==> config.mk <==
export PLATFORM = sky130hd
export DESIGN_NAME = reg_dump
export DESIGN_NICKNAME = d
export VERILOG_FILES = /design/src/rtl/reg_dump.sv
export SDC_FILE = /design/constraint.sdc
export NUM_CORES = 1
export LEC_CHECK = 0
export CORE_ASPECT_RATIO = 0.8
export CORE_UTILIZATION = 48
export CTS_CLUSTER_SIZE = 40
export DETAILED_ROUTE_END_ITERATION = 10
export PLACE_DENSITY = 0.82
export SYNTH_ARGS = -nofsm -noshare
export SYNTH_HDL_FRONTEND = slang
export SYNTH_SLANG_ARGS = --single-unit
==> constraint.sdc <==
create_clock -name i_clk -period 1.95 [get_ports i_clk]
set_input_delay 0.39 -clock i_clk [delete_from_list [all_inputs] [get_ports i_clk]]
set_output_delay 0.39 -clock i_clk [all_outputs]
set_load 0.01 [all_outputs]
==> src/rtl/reg_dump.sv <==
// Debug scan-out engine: walks a register range through the sampling read port and streams
// header, {addr, data_hi, data_lo} per register and an optional checksum (REG_DUMP_CSUM_EN).
module reg_dump #(
   parameter int unsigned DATA_W   = 16,
   parameter int unsigned ADDR_W   = 4,
   parameter logic [7:0]  HDR_BYTE = 8'hA5
) (
   input  logic              i_clk,
   input  logic              i_rst_n,
   input  logic              i_start,
   input  logic [ADDR_W-1:0] i_first_addr,
   input  logic [ADDR_W-1:0] i_last_addr,
   output logic              o_rse,
   output logic [ADDR_W-1:0] o_rsaddr,
   input  logic [DATA_W-1:0] i_rsdata,
   output logic [7:0]        o_tx_data,
   output logic              o_tx_valid,
   input  logic              i_tx_ready,
   output logic              o_busy,
   output logic              o_done
);

`ifdef REG_DUMP_CSUM_EN
   typedef enum logic [2:0] {
      StIdle, StHdr, StSample, StAddr, StDhi, StDlo, StCsum, StDone
   } state_e;
`else
   typedef enum logic [2:0] {
      StIdle, StHdr, StSample, StAddr, StDhi, StDlo, StDone
   } state_e;
`endif

   state_e            r_state, w_state_nxt;
   logic [ADDR_W-1:0] r_ptr, w_ptr_nxt;
   // Registers left after the current one, so the range wraps naturally mod 2^ADDR_W.
   logic [ADDR_W-1:0] r_remain, w_remain_nxt;
   logic [DATA_W-1:0] r_hold, w_hold_nxt;
   logic [7:0]        w_addr_byte;
`ifdef REG_DUMP_CSUM_EN
   logic [7:0]        r_csum, w_csum_nxt;
`endif

   assign w_addr_byte = 8'(r_ptr);
   assign o_rsaddr    = r_ptr;

   always_ff @(posedge i_clk or negedge i_rst_n) begin
      if (!i_rst_n) begin
         r_state  <= StIdle;
         r_ptr    <= '0;
         r_remain <= '0;
         r_hold   <= '0;
`ifdef REG_DUMP_CSUM_EN
         r_csum   <= '0;
`endif
      end else begin
         r_state  <= w_state_nxt;
         r_ptr    <= w_ptr_nxt;
         r_remain <= w_remain_nxt;
         r_hold   <= w_hold_nxt;
`ifdef REG_DUMP_CSUM_EN
         r_csum   <= w_csum_nxt;
`endif
      end
   end

   always_comb begin
      w_state_nxt  = r_state;
      w_ptr_nxt    = r_ptr;
      w_remain_nxt = r_remain;
      w_hold_nxt   = r_hold;
`ifdef REG_DUMP_CSUM_EN
      w_csum_nxt   = r_csum;
`endif
      o_rse        = 1'b0;
      o_tx_valid   = 1'b0;
      o_tx_data    = 8'h00;
      o_busy       = 1'b1;
      o_done       = 1'b0;

      unique case (r_state)
         StIdle: begin
            o_busy = 1'b0;
            if (i_start) begin
               w_ptr_nxt    = i_first_addr;
               w_remain_nxt = i_last_addr - i_first_addr;
`ifdef REG_DUMP_CSUM_EN
               w_csum_nxt   = 8'h00;
`endif
               w_state_nxt  = StHdr;
            end
         end
         StHdr: begin
            o_tx_valid = 1'b1;
            o_tx_data  = HDR_BYTE;
            if (i_tx_ready) w_state_nxt = StSample;
         end
         StSample: begin
            // rsdata already includes the register file's write bypass.
            o_rse       = 1'b1;
            w_hold_nxt  = i_rsdata;
            w_state_nxt = StAddr;
         end
         StAddr: begin
            o_tx_valid = 1'b1;
            o_tx_data  = w_addr_byte;
            if (i_tx_ready) begin
`ifdef REG_DUMP_CSUM_EN
               w_csum_nxt = r_csum + w_addr_byte;
`endif
               w_state_nxt = StDhi;
            end
         end
         StDhi: begin
            o_tx_valid = 1'b1;
            o_tx_data  = r_hold[15:8];
            if (i_tx_ready) begin
`ifdef REG_DUMP_CSUM_EN
               w_csum_nxt = r_csum + r_hold[15:8];
`endif
               w_state_nxt = StDlo;
            end
         end
         StDlo: begin
            o_tx_valid = 1'b1;
            o_tx_data  = r_hold[7:0];
            if (i_tx_ready) begin
`ifdef REG_DUMP_CSUM_EN
               w_csum_nxt = r_csum + r_hold[7:0];
`endif
               if (r_remain != '0) begin
                  w_remain_nxt = r_remain - ADDR_W'(1);
                  w_ptr_nxt    = r_ptr + ADDR_W'(1);
                  w_state_nxt  = StSample;
               end else begin
`ifdef REG_DUMP_CSUM_EN
                  w_state_nxt = StCsum;
`else
                  w_state_nxt = StDone;
`endif
               end
            end
         end
`ifdef REG_DUMP_CSUM_EN
         StCsum: begin
            o_tx_valid = 1'b1;
            o_tx_data  = r_csum;
            if (i_tx_ready) w_state_nxt = StDone;
         end
`endif
         StDone: begin
            o_busy      = 1'b0;
            o_done      = 1'b1;
            w_state_nxt = StIdle;
         end
         default: w_state_nxt = StIdle;
      endcase
   end

endmodule
==> results of run 1 <==
-- power groups by stage --
stage          clock network [mW]  logic, mW  registers (mW)
2_1_floorplan                   0       1.11            1.01
3_3_place_gp                    0       1.65            1.07
3_5_place_dp                    0       1.73            1.10
5_1_grt                     0.341       1.97            1.13
4_1_cts                     0.325       1.76            1.09
6_report                    0.317       1.84            1.10
-- state kept, by name, summed over array words and instances, names as in the netlist --
name,count
r_hold,16
o_rsaddr,4
r_remain,4
r_state,3
-- path summary, 6_finish.rpt --
path                              from     endpoint  slack, ns
setup / recovery            r_state[2]       o_busy       0.04
hold / removal                 i_rst_n   r_hold[15]       0.48
setup reg to reg           r_remain[0]  o_rsaddr[0]       0.13
hold reg to reg             r_hold[15]   r_hold[15]       0.51
max in group asynchronous      i_rst_n   r_state[0]       1.20
min in group i_clk          r_hold[15]   r_hold[15]       0.51
-- layer usage --
layer,GRT usage,wire [um]
met5,0,0
met4,0.106,113
met3,0.0424,171
met2,0.434,2190
met1,0.280,1700
-- repair_timing --
| item | in CTS | in global routing |
|---|---|---|
| buffers inserted | 5 | 2 |
| setup endpoints to repair | 12 | 16 |
| resized for setup | 20 | 20 |
| pin swaps | 0 | 1 |
-- final cells by class --
type | count | area, sq um | area share
clock buffer | 3 | 41.3 | 0.0185
clock inverter | 1 | 5.00 | 0.00224
inverter | 10 | 37.5 | 0.0168
multi-input combinational | 111 | 860 | 0.386
sequential | 27 | 679 | 0.305
tap | 40 | 50.0 | 0.0224
timing repair buffer | 63 | 557 | 0.250
-- cell families after synthesis --
family          count (synthesis)
simple gates                   49
compound gates                 35
flops                          27
buf+inv                        20
mux                            18
fa+ha+maj                       7
xor+xnor                        2
-- metrics by stage --
step | power, mW | hold slack [ns]
floorplan | 2.12 | 0.0944
global placement | 2.72 | 0.472
detailed placement | 2.83 | 0.486
CTS | 3.17 | 0.489
global route | 3.45 | 0.519
finish | 3.25 | 0.478
-- cell usage in the layout, fill, tap and decap left out, drive strengths merged, types with 6 or more instances in the layout --
| master | instances |
|---|---|
| inv | 10 |
| clkdlybuf4s50 | 31 |
| o21ai | 7 |
| a21oi | 7 |
| mux2 | 16 |
| a22o | 6 |
| dfrtp | 27 |
| clkbuf | 8 |
| nor2 | 17 |
| buf | 20 |
| nor3 | 9 |
| ha | 6 |
==> reports/metrics.yaml, run 1 <==
die:
  placementRows: 18
  io_pins: 44
  initial_core_util: 0.512
  coreArea_sq_um: 3130
  die_w_um: 66.6
  dieArea_sq_um: 3570
  chipHeight_um: 53.7
cts:
  cts_made_buffers: 3
  clk_pin_slew_worst_paths_ns: 0.09
  clkLatencyLatePin_ns: 0.27
  cts_hold_buf: 0
  cts.root.buffer_cell: "clkbuf_8"
  max-clock-path-buffers: 2
  cts_tree: "built"
  cts_sinks: 27
  cts_max_level: 1
placed_design:
  post-place-ws_ns: -0.178
  place_area_sq_um: 2120
  numPlacedInstances: 244
  hpwl_um: 3040
  numPortBuffers: 43
  gp_congestion: 0.790
grt:
  antenna_found_initial: 0
  grt_max_degree: 28
  grt_pass1_wl_um: 6370
  grt_pass1_vias: 1414
  overflow: 0
  grt.total_usage: 0.240
timing:
  finalClockSkew_ns: 0.00202
  rsz0062_at_grt: "no"
  worst_slew_pin_slew_ns: 0.415
  slew_headroom: 0.722
  finalSetupViolCount: 0
  layout_min_cycle_time_ns: 1.91
  drv_slew: 0
  finalSetupTns_ns: 0
  period_share: 0.981
  hold_viol_final: 0
  layout_setup_ws_ns: 0.0375
  max_freq_ghz: 0.523
cells_and_area:
  nets: 251
  instances_no_fill: 255
  drive_gt1_frac: 0.265
  syn_to_final_growth_pct: 39.2
  antennaDiodeCount: 0
  fill_cells: 225
  fin_util: 0.712
  final_area_sq_um: 2230
logic_synthesis:
  synth_adder_area_share: 0.0594
  synth-async-reset-ratio: 1.00
  synth_area_leaders: "dfrtp_1, mux2_2, ha_1"
  synth.avg_cell_area_sq_um: 10.1
  muxShareOfSynthArea: 0.125
  ys_top_cells_by_count: "dfrtp_1, nor2_1, mux2_2"
  synth_top_area_frac: 0.422
  synth_top_area_cell: "dfrtp_1"
  synth_ff_type: "dfrtp_1"
  syn_area_sq_um: 1600
  synth_top_family_by_area: "simple AND/OR/NAND/NOR gates"
  ys_types: 42
  synth.most_common_cell: "dfrtp_1"
  synth_warnings: 0
  synthXorXnorAreaFrac: 0.0109
  synth_edf_count: 0
  synth_compound_area_frac: 0.161
  yosysSeqAreaShare: 0.422
  synth_simple_gate_area_frac: 0.161
  synthesis.nets: 193
  ys_ff_latch: 27
  syn_inst: 158
setup_path:
  arrival_ns: 1.52
  cp-end-kind: "output pin"
  crit_family: "simple AND/OR/NAND/NOR gates"
  cpPeakStageDelay_ns: 0.46
  crit_buf_inv: 1
  cp_data_required_time_ns: 1.56
  worstSetupStartpointType: "register"
  worstRegToRegCells: 6
  crit_chain: "nor2b_4 > or3_1 > dlygate4sd2_1"
  crit_type: "register to output pin"
  worst-path-stages: 3
  slowest_stage: "dfrtp_2"
  cp_max_fo: 5
routing:
  ant_nets: 0
  drt-total-wl_um: 4170
  drtIter0Drc: 66
  drt-vias-per-instance: 5.65
  drtPass1Iterations: 5
  wl_per_cell_um: 16.4
  route.detailed.drc: 0
  vias: 1441
power:
  clockPowerShare: 0.097
  power_frac_comb: 0.564
  p_sw_mw: 1.30
  irDropWorstVdd_uv: 777
  p_seq_frac: 0.338
  swShare: 0.398
  p_per_area_nw_per_um2: 1460
  p_int_mw: 1.96
  p_leak_nw: 1.00
flow_run:
  max_cap_violations: 0
hold_path:
  worstHoldPathType: "primary input to async pin"
run_status:
  outcome: "finished clean"
No activity file was read; power rests on OpenSTA's default activity.
==> inputs of run 2 (changes only) <==
CORE_UTILIZATION = 50   (was 48)
PLACE_DENSITY = 0.85   (was 0.82)
clock period = 2.4 ns   (was 1.95 ns; I/O delays follow)
==> reports/metrics.yaml, run 2 (synthesis gave the netlist of run 1 again) <==
routing:
  drt-vias-per-instance: 5.80  # was 5.65
  wl_per_cell_um: 15.8  # was 16.4 um
  vias: 1391  # was 1441
  route.detailed.drc: 0  # unchanged
  drtPass1Iterations: 6  # was 5
  drtIter0Drc: 162  # was 66
  drt-total-wl_um: 3780  # was 4170 um
  ant_nets: 0  # unchanged
hold_path:
  min_from: "r_hold[15]"
  hold_depth: 1
  hold_end: "r_hold[15]"
  worstHoldPathType: "register to register"  # was primary input to async pin
cells_and_area:
  top_register: "r_hold"  # unchanged
  fin_util: 0.736  # was 0.712
  syn_to_final_growth_pct: 32.9  # was 39.2%
  layout_commonest_cell: "clkdlybuf4s50_1"  # unchanged
  antennaDiodeCount: 0  # unchanged
  layout_common_cells: "clkdlybuf4s50_1, dfrtp_1, nor2_1, mux2_2, inv_1"  # was clkdlybuf4s50_1, dfrtp_1, buf_4
  drive_gt1_frac: 0.173  # was 0.265
  instances_no_fill: 240  # was 255
  nets: 238  # was 251
  largest_reg_flops: 16  # unchanged
placed_design:
  hpwl_um: 2860  # was 3040 um
  numPortBuffers: 43  # unchanged
  numPlacedInstances: 236  # was 244
  post-place-ws_ns: 0.121  # was -0.178 ns
  gp_congestion: 0.763  # was 0.790
setup_path:
  cp_data_required_time_ns: 1.92  # was 1.56 ns
  rr_startpoint: "r_remain[0]"  # unchanged
  arrival_ns: 1.84  # was 1.52 ns
  slowest_stage: "clkdlybuf4s50_1"  # was dfrtp_2
  cp-end-kind: "output pin"  # unchanged
  crit_top_cell: "a22o_1"
  crit_chain: "nor2b_2 > a22o_1 > a22o_1 > clkdlybuf4s50_1"  # was nor2b_4 > or3_1 > dlygate4sd2_1
  cpPeakStageDelay_ns: 0.48  # was 0.46 ns
  worstSetupStartpointType: "register"  # unchanged
  crit_type: "register to output pin"  # unchanged
  worstRegToRegCells: 6  # unchanged
  worst-r2r-setup-slack_ns: 0.41  # was 0.13 ns
  cp_max_fo: 8  # was 5
  timing.rr.end: "o_rsaddr[1]"  # was o_rsaddr[0]
timing:
  worst_slew_pin_slew_ns: 0.473  # was 0.415 ns
  period_share: 0.965
  finalClockSkew_ns: 0.00400  # was 0.00202 ns
  hold_viol_final: 0  # unchanged
  drv_slew: 0  # unchanged
  finalSetupViolCount: 0  # unchanged
  slew_headroom: 0.685  # was 0.722
  finalSetupTns_ns: 0  # unchanged
  max_freq_ghz: 0.432
  layout_setup_ws_ns: 0.0844  # was 0.0375 ns
  hold_slack_ns: 0.504  # was 0.478 ns
  layout_min_cycle_time_ns: 2.32
die:
  chipHeight_um: 52.6  # was 53.7 um
  io_pins: 44  # unchanged
  dieArea_sq_um: 3430  # was 3570 sq um
  coreArea_sq_um: 2890  # was 3130 sq um
  initial_core_util: 0.554  # was 0.512
  placementRows: 17  # was 18
  die_w_um: 65.3  # was 66.6 um
power:
  p_int_mw: 1.56  # was 1.96 mW
  power_frac_comb: 0.539  # was 0.564
  p_seq_frac: 0.357  # was 0.338
  swShare: 0.386  # was 0.398
  irDropWorstVdd_uv: 738  # was 777 uV
  p_per_area_nw_per_um2: 1190  # was 1460 nW/um^2
  clockPowerShare: 0.103  # was 0.097
  p_sw_mw: 0.981  # was 1.30 mW
  p_leak_nw: 0.906  # was 1.00 nW
cts:
  post_cts_buffers: 0  # was 5
  cts_tree: "built"  # unchanged
  cts_made_buffers: 3  # unchanged
  cts.root.buffer_cell: "clkbuf_8"  # unchanged
  cts_max_level: 1  # unchanged
  max-clock-path-buffers: 2  # unchanged
  clkLatencyLatePin_ns: 0.28  # was 0.27 ns
  cts_sinks: 27  # unchanged
  clk_pin_slew_worst_paths_ns: 0.09  # about the same
grt:
  grt_max_degree: 28  # unchanged
  grt.total_usage: 0.243  # was 0.240
  grt_pass1_wl_um: 6200  # was 6370 um
  overflow: 0  # unchanged
  grt_pass1_vias: 1365  # was 1414
  antenna_found_initial: 0  # unchanged
run_status:
  outcome: "finished clean"  # unchanged
flow_run:
  max_cap_violations: 0  # unchanged
run 2: cell types whose count changed in the layout (fill, tap and decap cells not counted), sizes merged:
cell / change
buf: -13
clkdlybuf4s15: -1
dlygate4sd2: -5
clkdlybuf4s50: +12
dlymetal6s2s: -1
clkbuf: -5
run 2: cell type report:
cell class / count / area, sq um
clock buffer: 3 / 41.3
sequential: 27 / 678
fill: 217 / 764
tap: 38 / 47.5
multi-input combinational: 111 / 836
inverter: 10 / 37.5
timing repair buffer: 50 / 483
clock inverter: 1 / 5.00
run 2: critical path: cells and delay by family (launching register included):
family | cells | cell delay [ns]
buffers and inverters | 1 | 0.48
AND/OR/NAND/NOR | 1 | 0.19
AO/OA/AOI/OAI | 2 | 0.41
flip-flops | 1 | 0.47
run 2: how the worst max path moves through the flow:
stage | from | to | slack, ns | cells past startpoint
finish | r_state[2] | o_tx_data[1] | 0.08 | 4
floorplan | i_last_addr[0] | r_remain[1] | 0.74 | 6
CTS | r_state[2] | o_tx_data[1] | 0.01 | 4
global placement | i_last_addr[0] | r_remain[1] | 0.23 | 7
global route | r_state[1] | o_tx_data[1] | -0.007 | 4
detailed placement | i_first_addr[0] | r_remain[1] | 0.12 | 6
run 2: stage by stage:
stage	total power [mW]	area [sq um]
floorplan	1.73	1600
global placement	2.19	2070
detailed placement	2.26	2070
CTS	2.52	2120
global route	2.72	2130
finish	2.54	2130
run 2: routing by layer:
metal / GRT usage / share of wire / vias to the layer above
li1: - / - / 651
met1: 0.300 / 0.42 / 674
met2: 0.414 / 0.50 / 58
met3: 0.0587 / 0.062 / 8
met4: 0.0870 / 0.012 / 0
met5: 0 / 0 / -
run 2: power groups by stage:
stage | combinational [mW] | clock [mW] | sequential, mW
global placement | 1.31 | 0 | 0.881
detailed placement | 1.36 | 0 | 0.905
global route | 1.50 | 0.286 | 0.934
floorplan | 0.902 | 0 | 0.823
finish | 1.37 | 0.262 | 0.908
CTS | 1.37 | 0.266 | 0.894
run 2: repair_timing:
item | CTS | global route
endpoints found under the setup margin | 0 | 8
gates resized for setup | 0 | 5
hold buffers | 0 | 0
